## src/rtl/ddfs_sweep_ctrl_if.sv

```systemverilog
// ----------------------------------------------------------------------------
// ddfs_sweep_ctrl_if
//   Bundles the sweep sequencer's configuration, control strobes and the
//   outputs it drives towards the ddfs core.
//
//   master : register-bank side. Drives the config and strobes, observes
//            the sweep outputs.
//   slave  : sequencer side (ddfs_sweep_ctrl).
//
//   Signals
//     start, abort  one-cycle control strobes
//     rpt           repeat the sweep after the terminal word
//     start_fccw    first frequency word
//     stop_fccw     last permissible frequency word (inclusive)
//     step_fccw     unsigned increment per step
//     dwell         each word is held for dwell+1 cycles
//     fccw, env     frequency word and envelope sent to ddfs
//     busy          sweep running
//     done_tick     single-cycle completion pulse (non-repeat sweeps only)
// ----------------------------------------------------------------------------
interface ddfs_sweep_ctrl_if #(
  parameter int PW = 26,
  parameter int DW = 16
);
  logic          start;
  logic          abort;
  logic          rpt;
  logic [PW-1:0] start_fccw;
  logic [PW-1:0] stop_fccw;
  logic [PW-1:0] step_fccw;
  logic [DW-1:0] dwell;
  logic [PW-1:0] fccw;
  logic [15:0]   env;
  logic          busy;
  logic          done_tick;

  modport master (
    output start, abort, rpt, start_fccw, stop_fccw, step_fccw, dwell,
    input  fccw, env, busy, done_tick
  );

  modport slave (
    input  start, abort, rpt, start_fccw, stop_fccw, step_fccw, dwell,
    output fccw, env, busy, done_tick
  );
endinterface

```

## src/rtl/ddfs_sweep_ctrl.sv

```systemverilog
// ----------------------------------------------------------------------------
// ddfs_sweep_ctrl
//   Linear frequency-sweep sequencer for the ddfs unit. On a start strobe it
//   latches the sweep configuration and steps fccw from start_fccw towards
//   stop_fccw in increments of step_fccw, holding each word for dwell+1
//   clock cycles. The envelope is driven to ENV_ON while the sweep runs and
//   to zero otherwise.
//
//   Ports
//     clk    : system clock, rising edge
//     reset  : asynchronous, active-high reset
//     bus    : ddfs_sweep_ctrl_if.slave
//              inputs : start, abort, rpt, start_fccw, stop_fccw,
//                       step_fccw, dwell
//              outputs: fccw, env, busy, done_tick (all registered)
//
//   Notes
//     - abort has priority over start in idle and over any step or
//       terminal event in run.
//     - The next-word compare uses a PW+1-bit sum, so a word close to the
//       top of the range can never wrap around to a small value.
//     - Configuration inputs are only sampled on an accepted start.
// ----------------------------------------------------------------------------
module ddfs_sweep_ctrl #(
  parameter int          PW     = 26,
  parameter int          DW     = 16,
  parameter logic [15:0] ENV_ON = 16'h7fff
) (
  input  logic                 clk,
  input  logic                 reset,
  ddfs_sweep_ctrl_if.slave     bus
);

  typedef enum logic [0:0] {
    ST_IDLE = 1'b0,
    ST_RUN  = 1'b1
  } state_t;

  state_t        state_r;

  // Output registers
  logic [PW-1:0] fccw_r;
  logic [15:0]   env_r;
  logic          busy_r;
  logic          done_tick_r;

  // Dwell counter and configuration latched at start
  logic [DW-1:0] cnt_r;
  logic [PW-1:0] start_l_r;
  logic [PW-1:0] stop_l_r;
  logic [PW-1:0] step_l_r;
  logic [DW-1:0] dwell_l_r;
  logic          rpt_l_r;

  // Next-word evaluation
  logic [PW:0]   next_sum_s;
  logic          adv_ok_s;
  logic          dwell_end_s;
  logic          start_go_s;

  // Next-word sum, advance permission and end-of-dwell detection.
  always_comb begin
    next_sum_s  = {1'b0, fccw_r} + {1'b0, step_l_r};
    adv_ok_s    = 1'b0;
    dwell_end_s = 1'b0;
    start_go_s  = 1'b0;
    // A zero step would hold forever without progress; treat it as terminal.
    if ((next_sum_s <= {1'b0, stop_l_r}) && (step_l_r != {PW{1'b0}})) begin
      adv_ok_s = 1'b1;
    end else begin
      adv_ok_s = 1'b0;
    end
    if (cnt_r == dwell_l_r) begin
      dwell_end_s = 1'b1;
    end else begin
      dwell_end_s = 1'b0;
    end
    if (bus.start && !bus.abort) begin
      start_go_s = 1'b1;
    end else begin
      start_go_s = 1'b0;
    end
  end

  // Sweep state machine with registered outputs.
  always_ff @(posedge clk or posedge reset) begin
    if (reset) begin
      state_r     <= ST_IDLE;
      fccw_r      <= {PW{1'b0}};
      env_r       <= 16'h0000;
      busy_r      <= 1'b0;
      done_tick_r <= 1'b0;
      cnt_r       <= {DW{1'b0}};
      start_l_r   <= {PW{1'b0}};
      stop_l_r    <= {PW{1'b0}};
      step_l_r    <= {PW{1'b0}};
      dwell_l_r   <= {DW{1'b0}};
      rpt_l_r     <= 1'b0;
    end else begin
      // done_tick is a single-cycle pulse unless re-asserted below.
      done_tick_r <= 1'b0;
      case (state_r)
        ST_IDLE: begin
          if (start_go_s) begin
            start_l_r <= bus.start_fccw;
            stop_l_r  <= bus.stop_fccw;
            step_l_r  <= bus.step_fccw;
            dwell_l_r <= bus.dwell;
            rpt_l_r   <= bus.rpt;
            fccw_r    <= bus.start_fccw;
            cnt_r     <= {DW{1'b0}};
            env_r     <= ENV_ON;
            busy_r    <= 1'b1;
            state_r   <= ST_RUN;
          end else begin
            // fccw keeps the last word of the previous sweep.
            state_r   <= ST_IDLE;
          end
        end

        ST_RUN: begin
          if (bus.abort) begin
            state_r <= ST_IDLE;
            busy_r  <= 1'b0;
            env_r   <= 16'h0000;
            cnt_r   <= {DW{1'b0}};
          end else if (dwell_end_s) begin
            cnt_r <= {DW{1'b0}};
            if (adv_ok_s) begin
              fccw_r <= next_sum_s[PW-1:0];
            end else if (rpt_l_r) begin
              fccw_r <= start_l_r;
            end else begin
              // Terminal word of a single sweep: fccw holds its final value.
              state_r     <= ST_IDLE;
              busy_r      <= 1'b0;
              env_r       <= 16'h0000;
              done_tick_r <= 1'b1;
            end
          end else begin
            cnt_r <= cnt_r + {{(DW-1){1'b0}}, 1'b1};
          end
        end

        default: begin
          state_r <= ST_IDLE;
          busy_r  <= 1'b0;
          env_r   <= 16'h0000;
          cnt_r   <= {DW{1'b0}};
        end
      endcase
    end
  end

  assign bus.fccw      = fccw_r;
  assign bus.env       = env_r;
  assign bus.busy      = busy_r;
  assign bus.done_tick = done_tick_r;

endmodule

```

## src/flat_wrapper.sv

```systemverilog
// flat-port wrapper written by rule: the top's interface ports become plain ports
module ddfs_sweep_ctrl_flat 
#(
  parameter int          PW     = 26,
  parameter int          DW     = 16,
  parameter logic [15:0] ENV_ON = 16'h7fff
)
  (clk, reset, bus_start, bus_abort, bus_rpt, bus_start_fccw, bus_stop_fccw, bus_step_fccw, bus_dwell, bus_fccw, bus_env, bus_busy, bus_done_tick);
  ddfs_sweep_ctrl_if #(.PW(PW), .DW(DW)) bus_i ();
  input  logic clk;
  input  logic reset;
  input wire logic [$bits(bus_i.start)-1:0] bus_start;
  input wire logic [$bits(bus_i.abort)-1:0] bus_abort;
  input wire logic [$bits(bus_i.rpt)-1:0] bus_rpt;
  input wire logic [$bits(bus_i.start_fccw)-1:0] bus_start_fccw;
  input wire logic [$bits(bus_i.stop_fccw)-1:0] bus_stop_fccw;
  input wire logic [$bits(bus_i.step_fccw)-1:0] bus_step_fccw;
  input wire logic [$bits(bus_i.dwell)-1:0] bus_dwell;
  output wire logic [$bits(bus_i.fccw)-1:0] bus_fccw;
  output wire logic [$bits(bus_i.env)-1:0] bus_env;
  output wire logic [$bits(bus_i.busy)-1:0] bus_busy;
  output wire logic [$bits(bus_i.done_tick)-1:0] bus_done_tick;
  assign bus_i.start = bus_start;
  assign bus_i.abort = bus_abort;
  assign bus_i.rpt = bus_rpt;
  assign bus_i.start_fccw = bus_start_fccw;
  assign bus_i.stop_fccw = bus_stop_fccw;
  assign bus_i.step_fccw = bus_step_fccw;
  assign bus_i.dwell = bus_dwell;
  assign bus_fccw = bus_i.fccw;
  assign bus_env = bus_i.env;
  assign bus_busy = bus_i.busy;
  assign bus_done_tick = bus_i.done_tick;
  ddfs_sweep_ctrl #(.PW(PW), .DW(DW), .ENV_ON(ENV_ON)) u_core (.clk(clk), .reset(reset), .bus(bus_i));
endmodule
```

## config.mk

```make
export PLATFORM = sky130hd
export DESIGN_NAME = ddfs_sweep_ctrl_flat
export DESIGN_NICKNAME = d
export VERILOG_FILES = /design/src/rtl/ddfs_sweep_ctrl_if.sv /design/src/rtl/ddfs_sweep_ctrl.sv /design/src/flat_wrapper.sv
export SDC_FILE = /design/constraint.sdc
export NUM_CORES = 1
export LEC_CHECK = 0
export CAP_MARGIN = 30
export CORE_ASPECT_RATIO = 0.7
export CORE_MARGIN = 5
export CORE_UTILIZATION = 35
export CTS_BUF_LIST = sky130_fd_sc_hd__clkbuf_4 sky130_fd_sc_hd__clkbuf_8
export DETAILED_ROUTE_END_ITERATION = 6
export GPL_ROUTABILITY_DRIVEN = 1
export PLACE_DENSITY = 0.58
export SETUP_SLACK_MARGIN = 0.4
export SYNTH_ARGS = -nofsm -noshare
export SYNTH_HDL_FRONTEND = slang
export SYNTH_SLANG_ARGS = --single-unit
```

## constraint.sdc

```tcl
create_clock -name clk -period 6.7 [get_ports clk]
set_clock_uncertainty 0.1 [all_clocks]
set_input_delay 1.005 -clock clk [delete_from_list [all_inputs] [get_ports clk]]
set_output_delay 1.005 -clock clk [all_outputs]
set_load 0.02 [all_outputs]
```

### Yosys cells after proc, flatten, opt, wreduce, memory -nomap -nowiden

Index checks and enable logic that the tools add are counted.

| cells by class | value |
|---|---|
| $lt $le $gt $ge | 1 |
| reduce and logical (&&, ||, !) cells | 7 |
| bitwise operators | 1 |
| equal/unequal tests | 8 |
| multiplexer cells | 36 |
| add/sub/neg operators | 2 |

Operators with widths:

| operator | number |
|---|---|
| 26-bit two-way mux | 5 |
| 16-bit two-way mux | 8 |
| 16-bit case mux with 2 select lines | 2 |
| 26-bit case mux with 2 select lines | 1 |
| 26-bit by 26-bit adder with 27-bit output | 1 |
| 27-bit by 26-bit less-or-equal comparator with 1-bit output | 1 |
| 26-bit nonzero test | 1 |
| 1-bit two-way mux | 18 |
| 16-bit by 1-bit adder with 16-bit output (second input constant) | 1 |
| 16-bit == test | 1 |
| 3-bit inequality test (second input constant) | 4 |
| 4-bit AND reduction | 2 |
| 2-bit inequality test (second input constant) | 2 |
| 1-bit case mux with 2 select lines | 2 |
| 1-bit logical AND | 2 |
| 2-bit by 1-bit inequality test with 1-bit output (second input constant) | 1 |
| 2-bit AND reduction | 1 |
| 1-bit logical NOT | 1 |
| 1-bit NOT | 1 |

| word-level totals | value |
|---|---|
| bits in registers | 156 |
| logic and storage cells | 66 |
| bits of input ports | 99 |

### Logic depth before layout (Yosys ltp)

Gate-level depths: netlist of run 1.

| depth | value |
|---|---|
| depth after elaboration | 8 |
| gate-level depth with buffers | 22 |

### Worst setup path after synthesis of run 1

Ideal clock, no wire load.

| timing | value |
|---|---|
| path type | reg-to-reg |
| start | reg u_core.fccw_r[0] (netlist: u_core.bus.fccw[0]) |
| end | reg u_core.fccw_r[10] (netlist: u_core.bus.fccw[10]) |
| data required time | 6,479 ps |
| arrival | 4,485 ps |
| slack | 1,994 ps |
| cell stages (with the launch flop) | 22 |
| setup time | 121 ps |
| clock period less this slack | 4,706 ps |
| path through | dfrtp_1 ha_1 inv_1 fa_1 nand2b_1 a21oi_1 o21ai_0 o311ai_0 a21oi_1 xnor2_1 ha_1 a211oi_1 o211ai_1 nand3_1 o211ai_1 a211o_1 nand2_1 a211oi_4 or2_1 buf_4 buf_6 a22o_1 |

| on the way | value |
|---|---|
| longest elaborated chain between the ends | 8 |
| elaborated cells between the ends (all ways) | 10 |
| those cells by class | add/sub: 1; order compare: 1; eq/ne: 1; mux: 5; reduce/logical: 2 |

RTL lines:

| item | line | source |
|---|---|---|
| from (decl) | ddfs_sweep_ctrl.sv:42 | `logic [PW-1:0] fccw_r;` |
| from (signal assigned) | ddfs_sweep_ctrl.sv:89 | `fccw_r <= {PW{1'b0}};` |
| from (signal assigned) | ddfs_sweep_ctrl.sv:110 | `fccw_r <= bus.start_fccw;` |
| from (signal assigned) | ddfs_sweep_ctrl.sv:130 | `fccw_r <= next_sum_s[PW-1:0];` |
| 26-bit by 26-bit adder with 27-bit output * | ddfs_sweep_ctrl.sv:63 | `next_sum_s = {1'b0, fccw_r} + {1'b0, step_l_r};` |
| 27-bit by 26-bit less-or-equal comparator with 1-bit output | ddfs_sweep_ctrl.sv:68 | `if ((next_sum_s <= {1'b0, stop_l_r}) && (step_l_r != {PW{1'b0}})) begin` |
| 1-bit logical AND | ddfs_sweep_ctrl.sv:68 |  |
| 1-bit two-way mux | ddfs_sweep_ctrl.sv:68 |  |
| 26-bit two-way mux | ddfs_sweep_ctrl.sv:129 | `if (adv_ok_s) begin` |
| 26-bit two-way mux | ddfs_sweep_ctrl.sv:127 | `end else if (dwell_end_s) begin` |
| 26-bit two-way mux | ddfs_sweep_ctrl.sv:122 | `if (bus.abort) begin` |
| 26-bit case mux with 2 select lines | ddfs_sweep_ctrl.sv:102 | `case (state_r)` |

Mark *: on every way between the ends. The rest lies on a longest branch, timed or not. The select of a mux whose other input is x is not followed.
A chain may end at the register's enable or synchronous reset.

### Worst setup path after layout of run 1

| timing | value |
|---|---|
| start | reg u_core.fccw_r[0] (netlist: u_core.bus.fccw[0]) |
| end | reg u_core.fccw_r[21] (netlist: u_core.bus.fccw[21]) |

The elaborated chain is that of the path after synthesis.

==> impl_metrics.tcl, run 1 <==
set metrics [dict create \
    cts_sinks 140 \
    synth_ff_type "dfrtp_1" \
    syn_nets 1163 \
    r2r_slack_ns 0.95 \
    power_density_nw_per_um2 443.5 \
    power_frac_seq_pct 25.8 \
    drtAntennaViolNets 0 \
    critPathMaxFanout 17 \
    ir_worst_vdd_v 0.0002628 \
    drt_wl_total_mm 27.26 \
    setup-tns-final_ns 0 \
    cts_tree "built" \
    p_leak_nw 4.867 \
    clk_path_buf_depth 2 \
    post_drt_wl_per_cell_um 18.84 \
    finalHoldViolCount 0 \
    dp_slack_ns 1.050 \
    h-tree-depth 4 \
    ctsResizeCount 0 \
    grt_start_max_net_pins 104 \
    dieArea_sq_um 27340 \
    rows 47 \
    synth_edf_count 0 \
    power_frac_comb_pct 58.6 \
    vias 7659 \
    end_kind "flip-flop" \
    ys_seq_area_share_pct 41.56 \
    grt_util_met2_pct 25.20 \
    yosys.area_share.simple_pct 22.71 \
    grt_util_met1_pct 32.31 \
    cts_setup_buffers 0 \
    max_freq_mhz 174.0 \
    critPathArrivalTime_ns 6.01 \
    antenna_cells 0 \
    status "finished clean" \
    ys_async_sr_fraction_pct 100.0 \
    netlist_instances 1010 \
    report.final.setup_viol 0 \
    clk_pin_slew_worst_paths_ns 0.09 \
    synth-compound-area-share_pct 17.53 \
    syn_area_sq_um 8431 \
    drc_errors 0 \
    grt_pass1_vias 7293 \
    die_h_um 139.9 \
    initial_utilization_pct 35.57 \
    clkPwrFrac_pct 15.7 \
    cts_root_buf "clkbuf_8" \
    portBuffers 141 \
    grtUsageMet3_pct 5.533 \
    yosys_warnings 0 \
    viasPerCell 5.293 \
    period_share_pct 85.77 \
    synth_xor_area_share_pct 3.844 \
    cts-hold-fix-buffers 0 \
    area_delta_synth_final_pct 24.30 \
    grt_pass1_wl_mm 42.75 \
    rsz0062_at_grt "false" \
    coreArea_sq_um 23700 \
    layout-drive-gt1-share_pct 5.314 \
    finalPower_w 0.004647 \
    globalRouteOverflowTotal 0 \
    maxSlewViolCount 0 \
    setup_ws_ns 0.9536 \
    synth_cell_types 57 \
    avgSynthCellArea_sq_um 8.347 \
    critPathLaunchType "flip-flop" \
    synthAdderAreaFrac_pct 8.103 \
    clkLatencyLatePin_ns 0.48 \
    p_sw_w 0.002227 \
    antenna_found_initial 0 \
    synth_seq_cells 140 \
    dp_hpwl_mm 19.90 \
    max_cap_violations 0 \
    intPower_w 0.002420 \
    synth_top_family_by_area "simple AND/OR/NAND/NOR gates" \
    min_period_ns 5.746 \
    top_usage_layer "met1" \
    final_nets 1269 \
    first_pass_iters 5 \
    grt.total_usage_pct 19.80 \
    worst_pin_slew_ns 1.001 \
    p_sw_share_pct 47.92 \
    place_congestion 0.9248 \
    required_ns 6.97 \
    synth.mux.area_fraction_pct 0.2671 \
    numCtsBuffers 17 \
    ios 143 \
    first_iter_violations 577 \
    holdCritPathClass "reg2reg" \
    die_x_um 195.5 \
    path_class "reg2reg" \
    max-slew-margin-rel_pct 32.68 \
]
## per-stage QoR
stage	cells	utilization (%)	area [sq um]	hold WS [ns]
6_report	1447	44.22	10480	0.3706
3_5_place_dp	1413	42.25	10010	0.3563
3_3_place_gp	1412	42.22	10000	0.3462
4_1_cts	1445	43.98	10420	0.3746
2_1_floorplan	1010	-	8431	0.3323
5_1_grt	1447	44.22	10480	0.3968
## kinds of logic after synthesis
| family | count (synthesis) |
|---|---|
| simple gates | 434 |
| fa+ha+maj | 54 |
| mux | 2 |
| other cells | 1 |
| xor+xnor | 37 |
| compound gates | 230 |
| buf+inv | 112 |
| flops | 140 |
## worst max-delay path: stages, from the launching register on
cell and delay (ns):
dfrtp_1 0.40, ha_1 0.21, inv_1 0.06, fa_1 0.40
nand2b_1 0.18, a21oi_1 0.16, o21ai_0 0.21, o311ai_0 0.74
a21oi_1 0.18, xnor2_1 0.28, ha_1 0.31, a211oi_1 0.34
o211ai_1 0.15, nand3_1 0.11, o211ai_1 0.13, a211o_1 0.31
nand2_1 0.13, a211oi_4 0.08, or2_1 0.50, buf_4 0.31
a221o_1 0.35
## placed cells by master, fill, tap and decap left out, types with 6 or more instances in the layout
cell,count
a22o_1,16
and3_1,13
nand2_1,230
nor3_1,21
xnor2_1,16
nand4_1,17
a21o_1,17
xor2_1,21
inv_1,42
a211oi_1,15
o21ai_0,96
o31ai_1,10
o211ai_1,8
clkbuf_8,18
nand2b_1,10
buf_4,13
a31oi_1,6
nand3_1,60
nor2_1,53
ha_1,53
a21oi_1,33
dfrtp_1,140
clkdlybuf4s50_1,141
nor4_1,12
## final timing paths
kind,cells after the start,start,end
hold / removal,2,u_core.start_l_r[14],u_core.start_l_r[14]
setup / recovery,20,u_core.bus.fccw[0],u_core.bus.fccw[21]
hold reg to reg,2,u_core.start_l_r[14],u_core.start_l_r[14]
max in group asynchronous,3,reset,u_core.step_l_r[15]
min in group asynchronous,2,reset,u_core.start_l_r[24]
setup reg to reg,20,u_core.bus.fccw[0],u_core.bus.fccw[21]
## area by class of cell
class	instances	area, sq um
fill	2352	13220
multi-input combinational	758	4436
sequential	140	3503
timing repair buffer	156	1564
tap	318	397.9
clock buffer	19	255.2
inverter	43	166.4
clock inverter	13	156.4
## sequential cells by signal, indices dropped and copies added (netlist names)
signal                flops
u_core.state_r            1
u_core.bus.fccw          26
u_core.step_l_r          26
u_core.rpt_l_r            1
u_core.stop_l_r          26
u_core.dwell_l_r         16
u_core.bus.env            1
u_core.start_l_r         26
u_core.cnt_r             16
u_core.bus.done_tick      1
## metal layers
layer	wire length, um	share of wire [%]
met4	230	0.84
met2	10450	38
met1	14310	52
met3	2267	8.3
met5	0	0
## power by group through the flow
| stage | sequential (W) | combinational (W) | clock [W] |
|---|---|---|---|
| floorplan | 0.00122 | 0.00170 | 0 |
| global placement | 0.00121 | 0.00263 | 0 |
| detailed placement | 0.00121 | 0.00265 | 0 |
| CTS | 0.00119 | 0.00267 | 0.000746 |
| global route | 0.00122 | 0.00297 | 0.000781 |
| finish | 0.00120 | 0.00272 | 0.000727 |
## synth_stat cells (all sizes together) (2+ instances only)
master / n / area share [%]
o21a: 5 / 0.45
nand2b: 10 / 0.74
nand3: 61 / 3.6
nor2b: 2 / 0.15
nand2: 230 / 10
a21oi: 33 / 2.0
a211oi: 16 / 1.6
nor2: 53 / 2.4
and2: 5 / 0.37
and3: 14 / 1.0
a22o: 16 / 1.7
or4: 2 / 0.18
o21ai: 97 / 5.9
nor3: 21 / 1.2
a21o: 17 / 1.5
o2111ai: 2 / 0.21
nand4: 17 / 1.3
buf: 26 / 2.1
or2: 2 / 0.15
o211ai: 8 / 0.71
a31oi: 7 / 0.70
xnor2: 16 / 1.7
dfrtp: 140 / 42
xor2: 21 / 2.2
o31ai: 10 / 0.89
inv: 43 / 1.9
a31o: 3 / 0.31
clkbuf: 43 / 1.9
nor4: 12 / 0.89
a21boi: 3 / 0.27
ha: 53 / 7.9
o311a: 2 / 0.24
a211o: 3 / 0.31
mux2: 2 / 0.27
Note: power is estimated with default switching activity, not from simulation.
==> run 2: changes to the inputs <==
CORE_MARGIN = 2   (was 5)
==> impl_metrics.tcl, run 2 (synthesized netlist as in run 1, its figures left out) <==
set metrics [dict create \
    status "finished clean" \
    layout-drive-gt1-share_pct 5.062 \
    h-tree-depth 4 \
    min_from "u_core.start_l_r[20]" \
    dieArea_sq_um 25360 \
    rows 47 \
    drtAntennaViolNets 0 \
    cts_tree "built" \
    max-slew-margin-rel_pct 26.40 \
    max_cap_violations 0 \
    vias 7543 \
    hold_ws_ns 0.3713 \
    die_h_um 133.9 \
    rsz0062_at_grt "false" \
    power_density_nw_per_um2 447.2 \
    first_pass_iters 5 \
    coreArea_sq_um 23640 \
    clk_pin_slew_worst_paths_ns 0.09 \
    cts_setup_buffers 0 \
    critPathArrivalTime_ns 6.04 \
    reg2reg_depth 21 \
    whs_path_depth 2 \
    path_delay_family "compound AO/OA/AOI/OAI gates" \
    crit_chain "ha_1 -> inv_1 -> fa_1 -> nand2b_1 -> a21oi_1 -> o21ai_0 -> o311ai_0 -> a31oi_1 -> xnor2_1 -> ha_1 -> a21oi_1 -> nor2_1 -> a211oi_1 -> o211ai_1 -> a211o_1 -> nand2_1 -> a211oi_4 -> buf_4 -> or2_1 -> buf_4 -> a221o_1" \
    finalPower_w 0.004673 \
    final_common_cell "nand2_1" \
    grt_pass1_wl_mm 41.54 \
    clkLatencyLatePin_ns 0.49 \
    first_iter_violations 833 \
    max_freq_mhz 173.3 \
    portBuffers 141 \
    grt_start_max_net_pins 77 \
    viasPerCell 5.224 \
    clk_path_buf_depth 2 \
    min_period_ns 5.772 \
    initial_utilization_pct 35.66 \
    cp_num_cells 21 \
    ir_worst_vdd_v 0.0003207 \
    period_share_pct 86.15 \
    post_drt_wl_per_cell_um 18.12 \
    grt.total_usage_pct 21.37 \
    report.final.setup_viol 0 \
    ctsResizeCount 0 \
    dp_hpwl_mm 19.07 \
    maxSlewViolCount 0 \
    numCtsBuffers 17 \
    ios 143 \
    cts_root_buf "clkbuf_8" \
    final_nets 1266 \
    antenna_cells 0 \
    cp_num_buf_inv 3 \
    holdCritPathClass "reg2reg" \
    cts-hold-fix-buffers 0 \
    reg2reg_from "u_core.bus.fccw[0]" \
    place_congestion 0.8882 \
    end_kind "flip-flop" \
    die_x_um 189.5 \
    fin_area_sq_um 10450 \
    most-common-layout-cells "nand2_1 (230), clkdlybuf4s50_1 (141), dfrtp_1 (140), o21ai_0 (96), nand3_1 (60)" \
    drc_errors 0 \
    critPathMaxFanout 26 \
    critical_path.max_stage_delay_ns 0.76 \
    finalHoldViolCount 0 \
    drt_wl_total_mm 26.17 \
    critPathLaunchType "flip-flop" \
    area_delta_synth_final_pct 23.95 \
    path_class "reg2reg" \
    antenna_found_initial 0 \
    setup-tns-final_ns 0 \
    cts_sinks 140 \
    p_leak_nw 4.862 \
    worst_pin_slew_ns 1.094 \
    placed_cell_area_sq_um 10000 \
    slowest_stage "o311ai_0" \
    required_ns 6.97 \
    globalRouteOverflowTotal 0 \
    startpoint "u_core.bus.fccw[0]" \
    grt_pass1_vias 7173 \
]
run 2: changes by cell type in the layout (fill, tap and decap cells not counted):
cell        previous run  this run
buf_16                 2         0
clkbuf_8              18        17
bufinv_16              2         4
clkinv_4               1         0
buf_4                 13        12
clkinv_2               0         1
clkinvlp_4             4         2
inv_6                  5         7
inv_8                  2         1
run 2: layout make-up:
class / count / area, sq um
clock inverters: 14 / 203.9
repair buffers: 153 / 1501
inverters: 43 / 166.4
multi-input cells: 758 / 4436
clock buffers: 18 / 241.5
well taps: 318 / 397.9
flip-flops and latches: 140 / 3503
fillers: 2371 / 13190
run 2: layer usage:
layer | vias to the layer above | global-route usage [%] | routed length [um] | part of all wire, %
li1 | 3707 | - | - | -
met1 | 3579 | 35.33 | 14070 | 54
met2 | 231 | 27.25 | 9911 | 38
met3 | 26 | 4.553 | 1840 | 7.0
met4 | 0 | 5.168 | 342 | 1.3
met5 | - | 0 | 0 | 0
run 2: power by group:
group / total, W / switching, W / internal (W)
Sequential: 0.00119 / 0.000180 / 0.00102
Combinational: 0.00268 / 0.00164 / 0.00104
Clock: 0.000799 / 0.000380 / 0.000418
Total: 0.00467 / 0.00220 / 0.00247
run 2: path summary, 6_finish.rpt:
kind | slack (ns) | to
setup / recovery | 0.93 | u_core.bus.fccw[21]
max in group asynchronous | 4.22 | u_core.step_l_r[0]
hold reg to reg | 0.37 | u_core.start_l_r[20]
setup reg to reg | 0.93 | u_core.bus.fccw[21]
min in group asynchronous | 0.90 | u_core.cnt_r[0]
hold / removal | 0.37 | u_core.start_l_r[20]
run 2: per-stage QoR:
stage	utilization [%]	std cells	worst slack, ns
floorplan	-	1010	1.842
global placement	42.29	1411	1.218
detailed placement	42.32	1412	1.089
CTS	44.20	1444	1.031
global route	44.20	1444	0.5344
finish	44.20	1444	0.9282
run 2: worst reg2reg max path, cell delays in order, from the launching register on:
cell,delay (ns)
dfrtp_1,0.39
ha_1,0.20
inv_1,0.06
fa_1,0.40
nand2b_1,0.18
a21oi_1,0.17
o21ai_0,0.23
o311ai_0,0.77
a31oi_1,0.21
xnor2_1,0.28
ha_1,0.30
a21oi_1,0.16
nor2_1,0.06
a211oi_1,0.23
o211ai_1,0.16
a211o_1,0.31
nand2_1,0.14
a211oi_4,0.08
buf_4,0.27
or2_1,0.34
buf_4,0.26
a221o_1,0.37
